<file path="config.mk">
export PLATFORM = sky130hd
export DESIGN_NAME = note_sequencer
export DESIGN_NICKNAME = d
export VERILOG_FILES = /design/src/rtl/note_sequencer.sv
export SDC_FILE = /design/constraint.sdc
export NUM_CORES = 1
export LEC_CHECK = 0
export BUFFER_PORTS_ARGS = -buffer_cell sky130_fd_sc_hd__buf_4
export CORE_AREA = 3 3 190 192
export DETAILED_ROUTE_END_ITERATION = 10
export DIE_AREA = 0 0 193 195
export GPL_TIMING_DRIVEN = 1
export REMOVE_ABC_BUFFERS = 1
export SLEW_MARGIN = 5
export SYNTH_ARGS = -nofsm -noshare
export SYNTH_HDL_FRONTEND = slang
export SYNTH_SLANG_ARGS = --single-unit
</file>
<file path="constraint.sdc">
create_clock -name MasterCLK -period 5 [get_ports MasterCLK]
set_input_delay 0.5 -clock MasterCLK [delete_from_list [all_inputs] [get_ports MasterCLK]]
set_output_delay 0.5 -clock MasterCLK [all_outputs]
set_load 0.05 [all_outputs]
</file>
<file path="src/rtl/note_sequencer.sv">
// note_sequencer: plays a 16-entry score of two-voice notes, one entry at a time.
// Each entry holds {left[3:0], right[3:0], duration[7:0]}; duration 0 ends the score.
// Optional build macro NOTE_SEQ_LOOP_EN adds a Loop input that restarts playback
// from entry 0 at the end of the score instead of returning to IDLE.
module note_sequencer #(
    parameter int TICK_DIV  = 1000000,
    parameter int GAP_TICKS = 1
) (
    input  logic        MasterCLK,
    input  logic        Reset,
    input  logic        WrEn,
    input  logic [3:0]  WrAddr,
    input  logic [15:0] WrData,
    input  logic        Start,
    input  logic        Stop,
`ifdef NOTE_SEQ_LOOP_EN
    input  logic        Loop,
`endif
    output logic [7:0]  NoteData,
    output logic        Busy,
    output logic        Done
);

    localparam int            PW         = (TICK_DIV > 1) ? $clog2(TICK_DIV) : 1;
    localparam logic [PW-1:0] PRESC_LAST = PW'(TICK_DIV - 1);

    typedef enum logic [1:0] {IDLE, LOAD, PLAY, GAP} state_t;

    logic [15:0]   score_mem [0:15];
    logic [15:0]   rd_data_reg;

    state_t        state_reg, state_next;
    // bit 4 marks "past entry 15", which is treated like reading an end marker
    logic [4:0]    addr_reg, addr_next;
    logic [7:0]    dur_cnt_reg, dur_cnt_next;
    logic [PW-1:0] presc_reg, presc_next;
    logic [7:0]    note_reg, note_next;
    logic          done_reg, done_next;

    logic          tick;
    logic          end_hit;
    logic          loop_en;

`ifdef NOTE_SEQ_LOOP_EN
    assign loop_en = Loop;
`else
    assign loop_en = 1'b0;
`endif

    // Score RAM: writes in any state; read address follows the next address so
    // the entry for a LOAD is already registered when LOAD is entered.
    always_ff @(posedge MasterCLK) begin
        if (WrEn) begin
            score_mem[WrAddr] <= WrData;
        end
        rd_data_reg <= score_mem[addr_next[3:0]];
    end

    // Sequencer state register with synchronous active-low reset.
    always_ff @(posedge MasterCLK) begin
        if (!Reset) begin
            state_reg   <= IDLE;
            addr_reg    <= '0;
            dur_cnt_reg <= '0;
            presc_reg   <= '0;
            note_reg    <= '0;
            done_reg    <= 1'b0;
        end else begin
            state_reg   <= state_next;
            addr_reg    <= addr_next;
            dur_cnt_reg <= dur_cnt_next;
            presc_reg   <= presc_next;
            note_reg    <= note_next;
            done_reg    <= done_next;
        end
    end

    // Next-state logic: tick prescaler, duration/gap countdown, entry stepping.
    always_comb begin
        state_next   = state_reg;
        addr_next    = addr_reg;
        dur_cnt_next = dur_cnt_reg;
        presc_next   = presc_reg;
        note_next    = note_reg;
        done_next    = 1'b0;

        tick    = (presc_reg == PRESC_LAST);
        end_hit = addr_reg[4] || (rd_data_reg[7:0] == 8'd0);

        case (state_reg)
            IDLE: begin
                if (Start && !Stop) begin
                    state_next = LOAD;
                    addr_next  = '0;
                end
            end
            LOAD: begin
                if (end_hit) begin
                    done_next  = 1'b1;
                    addr_next  = '0;
                    state_next = loop_en ? LOAD : IDLE;
                end else begin
                    note_next    = rd_data_reg[15:8];
                    dur_cnt_next = rd_data_reg[7:0];
                    presc_next   = '0;
                    state_next   = PLAY;
                end
            end
            PLAY: begin
                presc_next = tick ? '0 : presc_reg + 1'b1;
                if (tick) begin
                    dur_cnt_next = dur_cnt_reg - 8'd1;
                    if (dur_cnt_reg == 8'd1) begin
                        note_next = '0;
                        addr_next = addr_reg + 5'd1;
                        if (GAP_TICKS > 0) begin
                            // gap length reuses the duration counter
                            state_next   = GAP;
                            dur_cnt_next = 8'(GAP_TICKS);
                        end else begin
                            state_next = LOAD;
                        end
                    end
                end
            end
            GAP: begin
                presc_next = tick ? '0 : presc_reg + 1'b1;
                if (tick) begin
                    dur_cnt_next = dur_cnt_reg - 8'd1;
                    if (dur_cnt_reg == 8'd1) begin
                        state_next = LOAD;
                    end
                end
            end
            default: begin
                state_next = IDLE;
            end
        endcase

        // Stop aborts silently from any active state and beats a same-cycle Start.
        if (Stop && (state_reg != IDLE)) begin
            state_next   = IDLE;
            addr_next    = '0;
            dur_cnt_next = '0;
            presc_next   = '0;
            note_next    = '0;
            done_next    = 1'b0;
        end
    end

    assign NoteData = note_reg;
    assign Busy     = (state_reg != IDLE);
    assign Done     = done_reg;

endmodule

</file>
==> out/qor.txt <==
Fmax - 0.2998 GHz
Hpwl dp - 16780 um
Initial antenna violation count - 0
Leading area contributor after synthesis - edfxtp_1
# Post-CTS Setup Buffers - 0
Critical path class - flop to flop
Post-cts gate resize count - 0
Worst Path Arrival - 3660 ps
Clk slew on worst S/H paths - 60 ps
Max FFs per register - 256
Compound-gate portion of the synthesized area - 0.06387
Die ar. - 37640 um2
Post-synth EDFFs - 256
Remaining DRCs - 0
Min cycle time layout - 3336 ps
CTS Buf Count - 34
Fraction of layout cells with a size suffix above 1 - 0.1730
Netlist cell types - 67
Run status - completed
Vias - 7783
Final Non-Filler Cells - 1461
H-tree depth - 2
Req. time, crit path - 5320 ps
Largest family of logic cells by synthesized area - simple AND/OR/NAND/NOR gates
Vias in the first global route - 7644
Pre-antenna DRT Iters - 5
Clk_lat worst skew - 520 ps
Crit share post-route - 0.6672
Post-synth top area share - 0.5848
Initial Util - 0.3805
Least-Margin Pin Slew - 1189 ps
Gpl congestion - 0.7994
Yosys reg bits - 316
Nets@finish - 1016
DR WL/cell - 19.83 um
Drt initial violations - 570
Largest cells by area after synthesis - edfxtp_1, dfxtp_1, mux2i_1
Mapped Cells - 935
All-layer global routing usage - 0.1525
Die height - 195 um
I/O pin cnt - 35
Port Buffer Count - 34
Post-Syn Area per Cell - 14.06 um2
First-pass GRT wire length - 44440 um
Seq/Total Area, Yosys - 0.6762
CTS tree - done
Pin count of the biggest net entering global routing - 85
Critical path endpoint category - flop
Post-Place Setup Slack - 1758 ps
Placeable Area - 34540 um2
Area growth, synth to finish - 14.33%
Antenna cell count - 0
DR vias/cell - 5.327
Setup-failing EPs final - 0
Reg2reg setup slack - 1660 ps
XOR/XNOR Fraction of Synth Area - 0.01066
Most used DFF post-synth - edfxtp_1
Root Driver - clkbuf_16
Placed Cells - 1400
Final max-slew violation count - 0
Static Leak - 0.005633 uW
Setup_tns - 0 ps
Mux share of post-synthesis cell area - 0.1027
RSZ-0062 raised after global routing - no
CTS Hold Buffers Added - 0
Post-Synth Adder-Cell Area - 0.009518
Final core occ - 0.4351
Max_cap viols - 0
Hold Fails Final Rpt - 0
Cell with the most instances after synthesis - edfxtp_1
Netlist Area Pre-Place - 13150 um2
Synth top cells by count - edfxtp_1, mux2i_1, nand3_1, nor2_1
Area share of and/or/nand/nor cells after synthesis - 0.1104
Post-Route WL - 28970 um
Ys async rst share - 0
Power density over the cells - 377.5 nW/um2
Worst Skew - 19.96 ps
Critical Path Fanout Max - 30
Synth Warn # - 0
Hold Path Class - input pin to flop
Setup slack after layout - 1664 ps
Total gr overflow - 0
Slew HR - 0.2068
Max IR drop VDD - 0.2899 mV
Post-route ant nets - 0
Std-Cell Rows - 68
Die W - 193 um
CTS sink cnt - 316
Clk buf depth - 3
Fillcell total - 3197
Hold WS - 275.8 ps
Setup crit start kind - flop
==> path summary, 6_finish.rpt <==
kind	startpoint	to	cells past startpoint
worst min register to register	rd_data_reg[10]	NoteData[2]	2
worst max register to register	state_reg[0]	rd_data_reg[7]	12
worst max-delay path	state_reg[0]	rd_data_reg[7]	12
worst min-delay path	WrData[3]	score_mem[2][3]	1
==> kinds of logic after synthesis <==
kind of cell    after synthesis
compound gates              120
xor+xnor                     16
fa+ha+maj                    10
buf+inv                      59
flops                       316
mux                         131
simple gates                283
==> area by class of cell <==
class                      instances  area, um2  share of cell area
timing repair buffer              59      455.4             0.03030
inverter                          10      37.54            0.002498
sequential                       316       8889              0.5914
clock buffer                      48      953.4             0.06344
multi-input combinational        560       3985              0.2652
clock inverter                    13      140.1            0.009324
tap                              455      569.3             0.03788
==> layout by cell type, fill, tap and decap left out, types with 3 or more instances in the layout <==
cell	Yosys	routed
edfxtp_1	256	256
clkbuf_1	11	9
nor2_2	0	12
inv_1	10	10
nor3_2	1	6
o211ai_1	32	32
xor2_1	10	10
and3_1	3	3
nor2_1	68	56
mux2i_1	100	100
xnor2_1	6	6
and4_1	3	3
nand2b_1	7	7
nand3b_1	3	3
nor2b_1	3	3
or3_1	3	3
nand4_1	22	22
nor4_1	5	5
buf_4	8	58
o21ai_0	12	12
nand3_1	73	73
dfxtp_1	60	60
a31oi_1	16	16
clkinv_2	0	8
clkbuf_8	0	5
a21oi_1	19	19
clkbuf_16	0	34
ha_1	10	10
mux2_2	29	29
a22oi_1	12	12
nor3_1	12	6
a211oi_1	5	5
nand2_1	60	60
==> per-layer routing <==
layer  share of wire  GRT usage  routed length, um
met1            0.46     0.2136              13400
met2            0.47     0.2458              13610
met3           0.048    0.02998               1386
met4           0.020    0.03670                577
met5               0          0                  0
==> power breakdown <==
group,switching [uW],internal [uW],total (uW)
Clock,994,1450,2440
Sequential,29.1,2900,2930
Combinational,205,96.6,302
Total,1230,4450,5670
==> metrics by stage <==
step | area [um2] | total power [uW]
floorplan | 12830 | 3158
global placement | 13940 | 3286
detailed placement | 13940 | 3293
CTS | 15030 | 5744
global route | 15030 | 5878
finish | 15030 | 5674
==> critical path, cell delays in order (launching register included) <==
cell and delay (ps):
dfxtp_1 350, inv_1 130, ha_1 260, nor2b_1 510, nand2_1 210, nor4_1 490
nor3_4 80, buf_4 260, nor3_2 140, buf_4 380, nand3_1 130, nand4_1 120
a31oi_1 50
No activity file was read; power rests on OpenSTA's default activity.
